--- config.mk ---
export PLATFORM = sky130hd
export DESIGN_NAME = cdm16_intc
export DESIGN_NICKNAME = d
export VERILOG_FILES = /design/src/rtl/cdm16_intc.sv
export SDC_FILE = /design/constraint.sdc
export NUM_CORES = 1
export LEC_CHECK = 0
export CORE_UTILIZATION = 41
export DETAILED_ROUTE_END_ITERATION = 16
export PLACE_DENSITY = 0.75
export SLEW_MARGIN = 20
export SYNTH_ARGS = -nofsm -noshare
export SYNTH_HDL_FRONTEND = slang
export SYNTH_SLANG_ARGS = --single-unit
export TNS_END_PERCENT = 100
--- constraint.sdc ---
create_clock -name input_clock -period 1.38 [get_ports input_clock]
set_clock_uncertainty 0.1 [all_clocks]
set_input_delay 0.345 -clock input_clock [delete_from_list [all_inputs] [get_ports input_clock]]
set_output_delay 0.345 -clock input_clock [all_outputs]
set_load 0.03 [all_outputs]
--- src/rtl/cdm16_intc.sv ---
// cdm16_intc: interrupt controller in front of the cdm16 core.
// Latches peripheral lines as pending, masks them with ENABLE, presents the
// highest-priority request as irq/int_vec and retires it on the core's iack.
module cdm16_intc #(
  parameter int               N_SRC     = 8,
  parameter logic [5:0]       VEC_BASE  = 6'd16,
  parameter logic [N_SRC-1:0] EDGE_MASK = {N_SRC{1'b1}}
) (
  input  logic             input_clock,
  input  logic             reset,
  input  logic [N_SRC-1:0] irq_src,
  input  logic             iack,
  output logic             irq,
  output logic [5:0]       int_vec,
  input  logic [1:0]       reg_addr,
  input  logic             reg_wr,
  input  logic [15:0]      reg_wdata,
  output logic [15:0]      reg_rdata
);

  typedef enum logic [1:0] {
    ST_IDLE = 2'd0,
    ST_REQ  = 2'd1,
    ST_ACK  = 2'd2
  } state_e;

  localparam logic [1:0] A_ENABLE  = 2'd0;
  localparam logic [1:0] A_PENDING = 2'd1;
  localparam logic [1:0] A_STATUS  = 2'd2;
  localparam logic [1:0] A_SWTRIG  = 2'd3;

  state_e           state_q, state_d;
  logic [5:0]       vec_lat_q, vec_lat_d;
  logic [3:0]       src_lat_q, src_lat_d;
  logic [N_SRC-1:0] pending_q, pending_d;
  logic [N_SRC-1:0] enable_q, enable_d;
  logic [N_SRC-1:0] src_prev_q, src_prev_d;

  logic [N_SRC-1:0] req;
  logic [N_SRC-1:0] lat_mask;
  logic [N_SRC-1:0] set_mask;
  logic [N_SRC-1:0] clr_mask;
  logic [3:0]       sel;
  logic             ack_take;

  // High write-data bits beyond N_SRC carry no meaning for any register.
  logic unused_wdata;
  assign unused_wdata = ^reg_wdata;

  // Masked request vector, lowest-index winner, and one-hot of the latched source.
  always_comb begin
    // NOTE: every variable gets a default before any branch so no latch is inferred.
    req      = pending_q & enable_q;
    sel      = '0;
    lat_mask = '0;
    for (int i = N_SRC - 1; i >= 0; i--) begin
      if (req[i]) sel = 4'(i);
      if (src_lat_q == 4'(i)) lat_mask[i] = 1'b1;
    end
  end

  // FSM next state; the vector is latched once on IDLE->REQ, so no preemption.
  always_comb begin
    state_d   = state_q;
    vec_lat_d = vec_lat_q;
    src_lat_d = src_lat_q;
    ack_take  = 1'b0;
    case (state_q)
      ST_IDLE: begin
        if (|req) begin
          vec_lat_d = VEC_BASE + 6'(sel);
          src_lat_d = sel;
          state_d   = ST_REQ;
        end
      end
      ST_REQ: begin
        // iack beats withdrawal when both happen in the same cycle
        if (iack) begin
          ack_take = 1'b1;
          state_d  = ST_ACK;
        end else if (!(|(req & lat_mask))) begin
          state_d = ST_IDLE;
        end
      end
      ST_ACK: begin
        if (!iack) state_d = ST_IDLE;
      end
      default: state_d = ST_IDLE;
    endcase
  end

  // FSM outputs: irq only in REQ; int_vec is the registered latched vector.
  always_comb begin
    irq     = (state_q == ST_REQ);
    int_vec = vec_lat_q;
  end

  // Pending/enable next values; edge sets win over W1C and ack clears.
  always_comb begin
    set_mask = irq_src & ~src_prev_q;
    clr_mask = '0;
    enable_d = enable_q;
    if (reg_wr) begin
      case (reg_addr)
        A_ENABLE:  enable_d = reg_wdata[N_SRC-1:0];
        A_PENDING: clr_mask = reg_wdata[N_SRC-1:0];
        A_SWTRIG:  set_mask = set_mask | reg_wdata[N_SRC-1:0];
        default:   ;
      endcase
    end
    if (ack_take) clr_mask = clr_mask | lat_mask;
    // level sources simply track their input line
    pending_d  = (EDGE_MASK & (set_mask | (pending_q & ~clr_mask)))
               | (~EDGE_MASK & irq_src);
    src_prev_d = irq_src;
  end

  // Register read mux, combinational from reg_addr.
  always_comb begin
    reg_rdata = '0;
    case (reg_addr)
      A_ENABLE:  reg_rdata[N_SRC-1:0] = enable_q;
      A_PENDING: reg_rdata[N_SRC-1:0] = pending_q;
      A_STATUS: begin
        reg_rdata[15]    = irq;
        reg_rdata[13:12] = state_q;
        reg_rdata[5:0]   = vec_lat_q;
      end
      default:   ;
    endcase
  end

  // FSM state register with latched vector and source index.
  always_ff @(posedge input_clock or posedge reset) begin
    // NOTE: asynchronous reset so irq drops the moment reset is asserted.
    if (reset) begin
      state_q   <= ST_IDLE;
      vec_lat_q <= '0;
      src_lat_q <= '0;
    end else begin
      // NOTE: non-blocking assignments so every flop samples pre-edge values.
      state_q   <= state_d;
      vec_lat_q <= vec_lat_d;
      src_lat_q <= src_lat_d;
    end
  end

  // Pending, enable and edge-detect history registers.
  always_ff @(posedge input_clock or posedge reset) begin
    if (reset) begin
      pending_q  <= '0;
      enable_q   <= '0;
      src_prev_q <= '0;
    end else begin
      pending_q  <= pending_d;
      enable_q   <= enable_d;
      src_prev_q <= src_prev_d;
    end
  end

endmodule

**Word level (Yosys, flattened, before mapping)**

Index checks and enable logic that the tools add are counted.

- Bits of input ports: 30
- Register bits: 36
- Logic and storage cells: 71
- Output and inout bits: 23

- Equality and inequality tests: 15
- Add/sub/neg operators: 1
- Reduce and logical (&&, ||, !) cells: 8
- Multiplexer cells: 32
- Bitwise gates (word level): 9

Operators by type and width:

| kind | number |
|---|---|
| $mux W8 | 5 |
| $and A8 B8 Y8 | 4 |
| $or A8 B8 Y8 | 3 |
| $mux W4 | 5 |
| $pmux W6 S3 | 1 |
| $eq A4 B3 Y1 const B | 4 |
| $not A8 Y8 | 2 |
| $reduce_or A8 Y1 | 2 |
| $mux W1 | 11 |
| $mux W2 | 5 |
| $mux W3 | 3 |
| $eq A4 B2 Y1 const B | 2 |
| $add A5 B4 Y6 const A | 1 |
| $eq A2 B2 Y1 const B | 3 |
| $pmux W2 S3 | 1 |
| $eq A2 B1 Y1 const B | 2 |
| $eq A4 B1 Y1 const B | 1 |
| $logic_not A2 Y1 | 2 |
| $logic_not A4 Y1 | 1 |
| $ne A2 B2 Y1 const B | 2 |
| $pmux W2 S2 | 1 |
| $reduce_and A2 Y1 | 2 |
| $ne A3 B3 Y1 const B | 1 |
| $reduce_and A3 Y1 | 1 |

**Depth between registers and ports, before layout**

Gate-level depths: netlist of the first run.

- Depth in word-level cells: 10
- Mapped depth: 5
- Gate-level depth less buffers: 5

**Least setup slack after synthesis of the first run**

Ideal clock, no wire load.

- Path kind: input to output
- Start point: input port reg_addr[0]
- End point: output port reg_rdata[15]
- Arrival time: 1.619 ns
- Path slack: -0.684 ns
- Stages: 4
- Buffers on the path: 1
- Data required time: 0.935 ns
- Cell sequence: buf_4 and2b_1 and2_1 nor2b_1

- Longest elaborated chain between the ends: 2

RTL lines:

| element | line | text |
|---|---|---|
| start, declared | 15 | `input logic [1:0] reg_addr,` |
| $eq A2 B2 Y1 | 121 | `case (reg_addr)` |
| $mux W1 | 121 |  |
| end, declared | 18 | `output logic [15:0] reg_rdata` |

Every way passes these cells.

**Worst setup path after layout of the first run**

- Start point: input port state_q[1]
- End point: output port irq

- Longest elaborated chain between the ends: 1

RTL lines:

| element | line | text |
|---|---|---|
| start, declared | 32 | `state_e state_q, state_d;` |
| $eq A2 B1 Y1 | 94 | `irq = (state_q == ST_REQ);` |
| end, declared | 13 | `output logic irq,` |

Every way passes these cells.

==> out/results.txt, run 1 <==
Fin nets: 299
Detail Route Antenna Nets: 0
Filler cell count: 230
Clk_lat worst skew: 290 ps
Final Power: 4.983 mW
Die area: 4273 um^2
Area Growth Syn to Fin: 74.92%
CTS tree: yes
Grt ovf: 0
Post-synth EDFFs: 0
Clock Sinks: 30
Num ports: 53
CP max FO: 3
Placeable Area: 3744 um^2
Slew Limit Fails: 0
CTS Buf Count: 5
PortBufs: 37
Total of max-cap violations: 0
Layout cells sized above 1: 0.5037
Drt drc: 0
Flops & latches, synth: 30
Die Ht: 65.37 um
DR iter-0 viols: 63
Min Clock Period, post-route: 1686 ps
Worst vdd ir: 0.8514 mV
Global placement routability congestion: 0.8705
Failing checks: negative setup slack
Rows: 22
Antenna cell count: 0
Crit. Startpoint: state_q[1]
First-pass DRT Iterations: 5
Final WL: 5450 um
GRT Overall Usage: 0.2697
Die outline width: 65.37 um
Hold Buf Count CTS: 0
Via Count: 1,706
Synthesized area: 1647 um^2
First-pass GRT wire length: 8445 um
CTS clock-pin slew for the worst setup and hold paths: 60 ps
Setup CP Type: register to output pin
Yosys cell types: 38
H-tree depth: 2
Power Density: 1730 nW/um^2
Routed WL per cell: 17.14 um
Largest net degree at the start of global routing: 31
F_max: 593.2 MHz
CTS max path bufs: 2
Final hold viol count: 0
Status: finished with violations
Vias in the first global route: 1,766
Prevailing post-synth register cell: dfrtp_1
Arrival time worst endpoint: 1240 ps
RSZ-0062 raised after global routing: true
Startpoint class of the critical path: register
Final period utilization: 1.222
Detailed-route vias per instance: 5.365
Synth area leader: dfrtp_1
Worst EP required: 940 ps
Synthesized area per cell: 9.919 um^2
Leakage power total: 1.301 nW
Worst setup margin: -305.7 ps
# setup viols final: 26
Mapped Cells: 166
Initial Utilization: 0.4398
Layout Utilization: 0.7694
Most area-consuming cells after synthesis: dfrtp_1, mux2_2, nand2_1
Initial antenna violation count: 0
Yosys warnings: 0
Hold Crit Class: input port to asynchronous set/reset pin
Worst R2R Start: pending_q[7]
HPWL Detailed: 3122 um
Post-synthesis sequential area ratio: 0.4559
Root Driver: clkbuf_8
Crit. End Element: output pin
Asr flop ratio synth: 1.000
Post-synth top area share: 0.4559
-- critical path, cell delays in order, from the launching register on --
cell	delay, ps
dfrtp_1	400
buf_6	130
nand2b_4	150
inv_4	70
buf_6	90
buf_6	110
-- per-stage QoR --
| step | hold WS (ps) | std cells | setup slack [ps] | area (um^2) | TNS [ps] |
|---|---|---|---|---|---|
| floorplan | 276.4 | 172 | -234.7 | 1779 | -1640 |
| global route | 345.7 | 318 | -338.0 | 2880 | -6410 |
| global placement | 396.1 | 281 | -877.6 | 2352 | -14580 |
| finish | 303.3 | 318 | -305.7 | 2880 | -5234 |
| detailed placement | 404.4 | 281 | -878.3 | 2352 | -15010 |
| CTS | 318.1 | 318 | -285.8 | 2853 | -4361 |
-- power by group --
part | switching (mW) | internal, mW | total [mW]
Combinational | 1.38 | 1.53 | 2.91
Sequential | 0.160 | 1.08 | 1.24
Clock | 0.336 | 0.503 | 0.839
Total | 1.87 | 3.11 | 4.98
-- cell families after synthesis --
family / count (synthesis) / synth area share
buffers and inverters: 15 / 0.05623
and+or+nand+nor: 64 / 0.1983
other: 1 / 0.002277
DFF: 30 / 0.4559
muxes: 19 / 0.1261
AOI/OAI and AO/OA: 37 / 0.1611
-- synth_stat cells, types with 3 or more instances --
cell type / instances
a21oi_1: 12
and2_1: 3
buf_4: 9
dfrtp_1: 30
mux2_2: 10
mux2i_1: 8
nand2_1: 30
nand2b_1: 4
nand3_1: 3
nor2_1: 6
nor2b_1: 9
o211ai_1: 6
o21ai_0: 5
-- layer usage --
metal	GRT usage	share of wire	vias to the layer above	routed length [um]
met5	0	0	-	0
met4	0.1277	0.026	0	141
met3	0.06597	0.058	16	314
met2	0.4549	0.51	78	2769
met1	0.3200	0.41	834	2224
li1	-	-	778	-
-- sequential cells by signal, indices dropped and copies added, names as in the netlist --
register    cells
enable_q        8
int_vec         2
pending_q       8
src_lat_q       2
src_prev_q      8
state_q         2
-- final cells by class --
class	count	area, um^2	area share
inverters	2	10.01	0.003475
multi-input cells	127	984.7	0.3419
clock buffers	8	110.1	0.03823
flip-flops and latches	30	754.5	0.2619
repair buffers	103	960.9	0.3336
well taps	48	60.06	0.02085
-- repair_timing --
item | in CTS | in global routing
pin swaps | 11 | 15
buffers inserted | 29 | 5
hold endpoints to repair | 0 | 0
setup endpoints to repair | 34 | 27
gates resized for setup | 55 | 13
-- cells in the final DEF (no fill, tap or decap), types with 7 or more instances in the layout --
master           netlist  layout
buf_4                  9      51
dfrtp_1               30      27
a21oi_1               12       8
buf_6                  0      31
nor2b_1                9       8
conb_1                 1       7
mux2_4                 1       8
clkbuf_8               0       8
nand2_1               30      26
clkdlybuf4s50_1        0      18
-- path summary, 6_finish.rpt --
path	depth (start not counted)	slack, ps	to
worst min-delay path	3	300	enable_q[2]
worst max-delay path	5	-310	irq
min in group input_clock	1	410	int_vec[4]
max in group asynchronous	3	700	src_lat_q[0]
worst min register to register	1	410	int_vec[4]
worst max register to register	5	-280	src_lat_q[0]
Note: power is estimated with default switching activity, not from simulation.
==> run 2, diff against run 1 <==
--- a/config.mk
+++ b/config.mk
@@ -5,9 +5,9 @@
 export SDC_FILE = /design/constraint.sdc
 export NUM_CORES = 1
 export LEC_CHECK = 0
-export CORE_UTILIZATION = 41
+export CORE_UTILIZATION = 46
 export DETAILED_ROUTE_END_ITERATION = 16
-export PLACE_DENSITY = 0.75
+export PLACE_DENSITY = 0.8
 export SLEW_MARGIN = 20
 export SYNTH_ARGS = -nofsm -noshare
 export SYNTH_HDL_FRONTEND = slang
==> constraint.sdc (replaced) <==
create_clock -name input_clock -period 1.8 [get_ports input_clock]
set_clock_uncertainty 0.1 [all_clocks]
set_input_delay 0.45 -clock input_clock [delete_from_list [all_inputs] [get_ports input_clock]]
set_output_delay 0.45 -clock input_clock [all_outputs]
set_load 0.03 [all_outputs]
==> run 2 against run 1 <==
  * Utilization is 12 points lower
  * Largest power group unchanged
  * First-iteration DRC count decreased by 17%
  * Clock power shrank 57%
  * Clock-buffer cell count fell by 1
  * The run now ends clean
  * Sequential cell count unchanged
  * Worst setup slack improved by 360 ps
  * Global-route usage down 5.4 points
  * Die area decreased by 11%
  * Routed wire length down 34%
==> out/results.txt, run 2 (same netlist as run 1, synthesis figures left out) <==
TNS Setup: 0 ps (+5234 ps)
Fin nets: 249 (-17%)
Die area: 3823 um^2 (-11%)
Worst EP required: 1250 ps (+310 ps)
Layout cells sized above 1: 0.2785 (-0.2252)
Clk_lat worst skew: 320 ps (+30 ps)
CTS tree: yes
Total of max-cap violations: 0 (unchanged)
Vias in the first global route: 1,319 (-25%)
Worst vdd ir: 0.6078 mV (-29%)
First-pass GRT wire length: 5830 um (-31%)
Antenna cell count: 0 (unchanged)
HPWL Detailed: 2698 um (-14%)
Status: completed
Placeable Area: 3390 um^2 (-9.5%)
Root Driver: clkbuf_4
Non-Filler Instances: 265 (-17%)
CTS Buf Count: 5 (unchanged)
Filler cell count: 278 (+21%)
Initial antenna violation count: 0 (unchanged)
CP max FO: 4 (+1)
Min Clock Period, post-route: 1743 ps
GRT Overall Usage: 0.2160 (-0.05371)
Setup CP Type: input port to output pin
Met3 WL: 239 um (-24%)
Die outline width: 61.83 um (-5.4%)
Met2 wire len: 1699 um (-39%)
First-pass DRT Iterations: 4 (-1)
Detail Route Antenna Nets: 0 (unchanged)
Routed WL per cell: 13.49 um (-21%)
Hold Buf Count CTS: 0 (unchanged)
Slew Limit Fails: 0 (unchanged)
Largest net degree at the start of global routing: 31 (unchanged)
Startpoint class of the critical path: input port
Area Growth Syn to Fin: 32.90%
# setup viols final: 0 (-100%)
CTS max path bufs: 2 (unchanged)
Via Count: 1,432 (-16%)
Rows: 21 (-4.5%)
Die Ht: 61.83 um (-5.4%)
FF-to-FF path depth: 4 (-1)
CTS clock-pin slew for the worst setup and hold paths: 90 ps (+30 ps)
Global placement routability congestion: 0.8642 (-0.72%)
Final WL: 3576 um (-34%)
Leakage power total: 0.9435 nW (-27%)
Clock Sinks: 30 (unchanged)
Most common cell after layout, fill and taps aside: nand2_1
DR iter-0 viols: 52 (-17%)
Placed cell count: 255 (-9.3%)
Power Density: 1175 nW/um^2 (-32%)
Grt ovf: 0 (unchanged)
Arrival time worst endpoint: 1190 ps (-50 ps)
H-tree depth: 2 (unchanged)
Num ports: 53 (unchanged)
PortBufs: 37 (unchanged)
Crit. End Element: output pin
F_max: 573.8 MHz
Detailed-route vias per instance: 5.404 (+0.73%)
RSZ-0062 raised after global routing: false
Top flop regs: enable_q: 8 flops, pending_q: 8 flops, src_prev_q: 8 flops
Initial Utilization: 0.4858 (+0.04595)
Most frequent cells in the layout: nand2_1, dfrtp_1, buf_4
Met1 wire length: 1551 um (-30%)
Drt drc: 0 (unchanged)
Final hold viol count: 0 (unchanged)
Hold Crit Class: input port to asynchronous set/reset pin
Highest routed metal layer: met4
Final period utilization: 0.9682
## run 2: cell types whose count changed in the layout (fill, tap and decap cells not counted), moves of 4 or more
cell,previous run,this run
buf_4,51,23
mux2_4,8,1
clkbuf_4,0,5
a21oi_2,4,0
a21oi_1,8,12
clkbuf_8,8,0
buf_6,31,5
mux2_2,3,10
## run 2: per-stage QoR
stage,hold WS (ps),utilization,cell area (um^2),power [mW],setup slack [ps]
after floorplan,381.4,-,1682,1.774,-159.9
after global placement,384.3,0.6209,2105,2.155,-372.6
after detailed placement,392.5,0.6209,2105,2.183,-384.4
after CTS,400.2,0.6368,2158,2.539,30.42
after global routing,425.2,0.6456,2188,2.742,1.351
final,391.6,0.6456,2188,2.572,57.24
## run 2: cell type report
type | instances | area [um^2] | area share
Sequential cell | 30 | 753.2 | 0.3442
Multi-Input combinational cell | 127 | 845.8 | 0.3865
Tap cell | 46 | 57.56 | 0.02630
Timing Repair Buffer | 53 | 479.2 | 0.2190
Clock buffer | 7 | 45.04 | 0.02058
Inverter | 2 | 7.507 | 0.003431
## run 2: timing repair
item,CTS,global route
hold endpoints to repair,0,0
pin swaps,0,0
setup buffers,1,2
endpoints found under the setup margin,16,4
gates resized for setup,18,5
## run 2: final timing paths
path | start | to | slack (ps)
max in group asynchronous | reset | pending_q[3] | 920
max | reg_addr[0] | reg_rdata[15] | 60
min in group input_clock | int_vec[4] | int_vec[4] | 400
min | reset | pending_q[2] | 390
min reg2reg | int_vec[4] | int_vec[4] | 400
max reg2reg | enable_q[2] | src_lat_q[0] | 240
## run 2: report_power, final
group | switching (mW) | internal (mW)
clock | 0.210 | 0.147
sequential | 0.133 | 0.818
combinational | 0.691 | 0.572
## run 2: critical path, stage by stage
cell and delay, ps:
buf_6 90, and2b_2 240, and2_4 150, nor2b_4 130, buf_6 130
## run 2: per-layer routing
layer / GRT usage / vias to the layer above
met5: 0 / -
met4: 0.1175 / 0
met3: 0.04348 / 10
met2: 0.3625 / 59
met1: 0.2609 / 687
li1: - / 676
==> run 3, diff against run 2 <==
--- a/config.mk
+++ b/config.mk
@@ -8,6 +8,7 @@
 export CORE_UTILIZATION = 46
 export DETAILED_ROUTE_END_ITERATION = 16
 export PLACE_DENSITY = 0.8
+export REMOVE_ABC_BUFFERS = 1
 export SLEW_MARGIN = 20
 export SYNTH_ARGS = -nofsm -noshare
 export SYNTH_HDL_FRONTEND = slang
==> run 3 against run 2 <==
  * Combinational power grew 7%
  * Cell count grew 2.3%
  * Sequential share of layout area shrank 1.0 points
  * Fmax shrank 0.59%
  * First-iteration DRC count grew 29%
  * Largest cell class unchanged
==> out/results.txt, run 3 (same netlist as run 1, synthesis figures left out) <==
Root Driver: clkbuf_4
Top flop regs: enable_q: 8 flops, pending_q: 8 flops, src_prev_q: 8 flops
CP top delay family: flip-flops
Num ports: 53 (unchanged)
First-pass DRT Iterations: 4 (unchanged)
Most common cell after layout, fill and taps aside: buf_4
Total of max-cap violations: 0 (unchanged)
Placeable Area: 3390 um^2 (unchanged)
CP max FO: 4 (unchanged)
Global placement routability congestion: 0.9110 (+5.4%)
Clk_lat worst skew: 340 ps (+20 ps)
Vias in the first global route: 1,361 (+3.2%)
PortBufs: 37 (unchanged)
Leakage power total: 0.9792 nW (+3.8%)
Detailed-route vias per instance: 5.339 (-1.2%)
Final hold viol count: 0 (unchanged)
Hold Crit Class: input port to asynchronous set/reset pin
Initial Utilization: 0.4858 (unchanged)
Crit path cell chain: mux2i_1, o21ai_1, buf_4
Hold Buf Count CTS: 0 (unchanged)
Status: completed
Startpoint class of the critical path: register
Switching share of power: 0.4073 (+0.005141)
NetSw: 1.114 mW (+7.7%)
Area Growth Syn to Fin: 37.39%
Most frequent cells in the layout: buf_4, nand2_1, dfrtp_1
Die Ht: 61.83 um (unchanged)
Antenna cell count: 0 (unchanged)
Detail Route Antenna Nets: 0 (unchanged)
H-tree depth: 2 (unchanged)
Setup CP Type: register to output pin
Routed WL per cell: 15.11 um (+12%)
Die outline width: 61.83 um (unchanged)
Crit. End Element: output pin
HPWL Detailed: 2875 um (+6.6%)
Final period utilization: 0.9739 (+0.005701)
Clock Sinks: 30 (unchanged)
Final WL: 4094 um (+14%)
Worst EP required: 1250 ps (about the same)
Layout Utilization: 0.6674 (+0.02178)
GRT Overall Usage: 0.2421 (+0.02613)
Arrival time worst endpoint: 1200 ps (about the same)
DR iter-0 viols: 67 (+29%)
Rows: 21 (unchanged)
Grt ovf: 0 (unchanged)
Worst vdd ir: 0.6020 mV (-0.96%)
Via Count: 1,447 (+1.0%)
TNS Setup: 0 ps (unchanged)
CTS max path bufs: 2 (unchanged)
# setup viols final: 0 (unchanged)
Initial antenna violation count: 0 (unchanged)
CP max stage cell: dfrtp_1
First-pass GRT wire length: 6403 um (+9.8%)
Max stage delay on crit path: 440 ps (+200 ps)
Critical path buffer and inverter count: 1 (-1)
Die area: 3823 um^2 (unchanged)
CTS Buf Count: 5 (unchanged)
Sequential power share: 0.354 (-0.016)
Internal power: 1.621 mW (+5.4%)
CTS tree: yes
F_max: 570.4 MHz (-0.59%)
Largest net degree at the start of global routing: 31 (unchanged)
Comb power frac: 0.493 (+0.002)
Min Clock Period, post-route: 1753 ps (+10.26 ps)
Fin nets: 254 (+2.0%)
Clk pwr share: 0.153 (+0.014)
Drt drc: 0 (unchanged)
Power Density: 1209 nW/um^2 (+2.9%)
CTS clock-pin slew for the worst setup and hold paths: 90 ps (about the same)
Slew Limit Fails: 0 (unchanged)
Layout cells sized above 1: 0.3244 (+0.04591)
## run 3: routing by layer
metal,track usage,up-vias,part of all wire
li1,-,687,-
met1,0.2878,694,0.40
met2,0.4086,60,0.53
met3,0.07246,6,0.065
met4,0.1016,0,0.010
met5,0,-,0
## run 3: power groups by stage
| stage | sequential (mW) | clock, mW | combinational, mW |
|---|---|---|---|
| 2_1_floorplan | 1.05 | 0 | 0.660 |
| 3_3_place_gp | 0.956 | 0 | 1.19 |
| 3_5_place_dp | 0.973 | 0 | 1.22 |
| 4_1_cts | 0.957 | 0.430 | 1.25 |
| 5_1_grt | 0.987 | 0.472 | 1.47 |
| 6_report | 0.968 | 0.419 | 1.35 |
## run 3: worst paths after layout
check | start | to | slack [ps] | depth (start not counted)
setup / recovery | pending_q[1] | reg_rdata[1] | 50 | 3
hold / removal | reset | src_prev_q[0] | 400 | 3
setup reg to reg | state_q[1] | src_lat_q[0] | 200 | 4
hold reg to reg | int_vec[4] | int_vec[4] | 450 | 1
max in group asynchronous | reset | state_q[1] | 890 | 3
min in group input_clock | int_vec[4] | int_vec[4] | 450 | 1
## run 3: worst register-to-register path, stage by stage, from the launching register on
cell	delay, ps
dfrtp_2	420
buf_4	160
nor2_1	270
o21a_2	240
mux2_4	300
## run 3: cell type report
type	instances	area, um^2
flip-flops and latches	30	755.7
fillers	276	1127
repair buffers	58	525.5
multi-input cells	127	855.8
clock buffers	7	55.05
well taps	46	57.56
clock inverters	1	5.005
inverters	2	7.507
## run 3: stage by stage
| step | setup WS (ps) | power [mW] | hold WS [ps] | std cells | cell area (um^2) |
|---|---|---|---|---|---|
| detailed placement | -444.6 | 2.193 | 396.2 | 256 | 2100 |
| finish | 46.97 | 2.735 | 395.5 | 271 | 2262 |
| CTS | 2.563 | 2.634 | 408.0 | 266 | 2186 |
| global placement | -387.0 | 2.148 | 380.0 | 256 | 2100 |
| floorplan | -283.3 | 1.711 | 381.4 | 159 | 1584 |
| global route | -12.49 | 2.929 | 426.7 | 271 | 2262 |
## run 3: repair_timing
action	4_1_cts	5_1_grt
gates resized for setup	19	14
buffers inserted	2	5
endpoints found under the setup margin	16	5
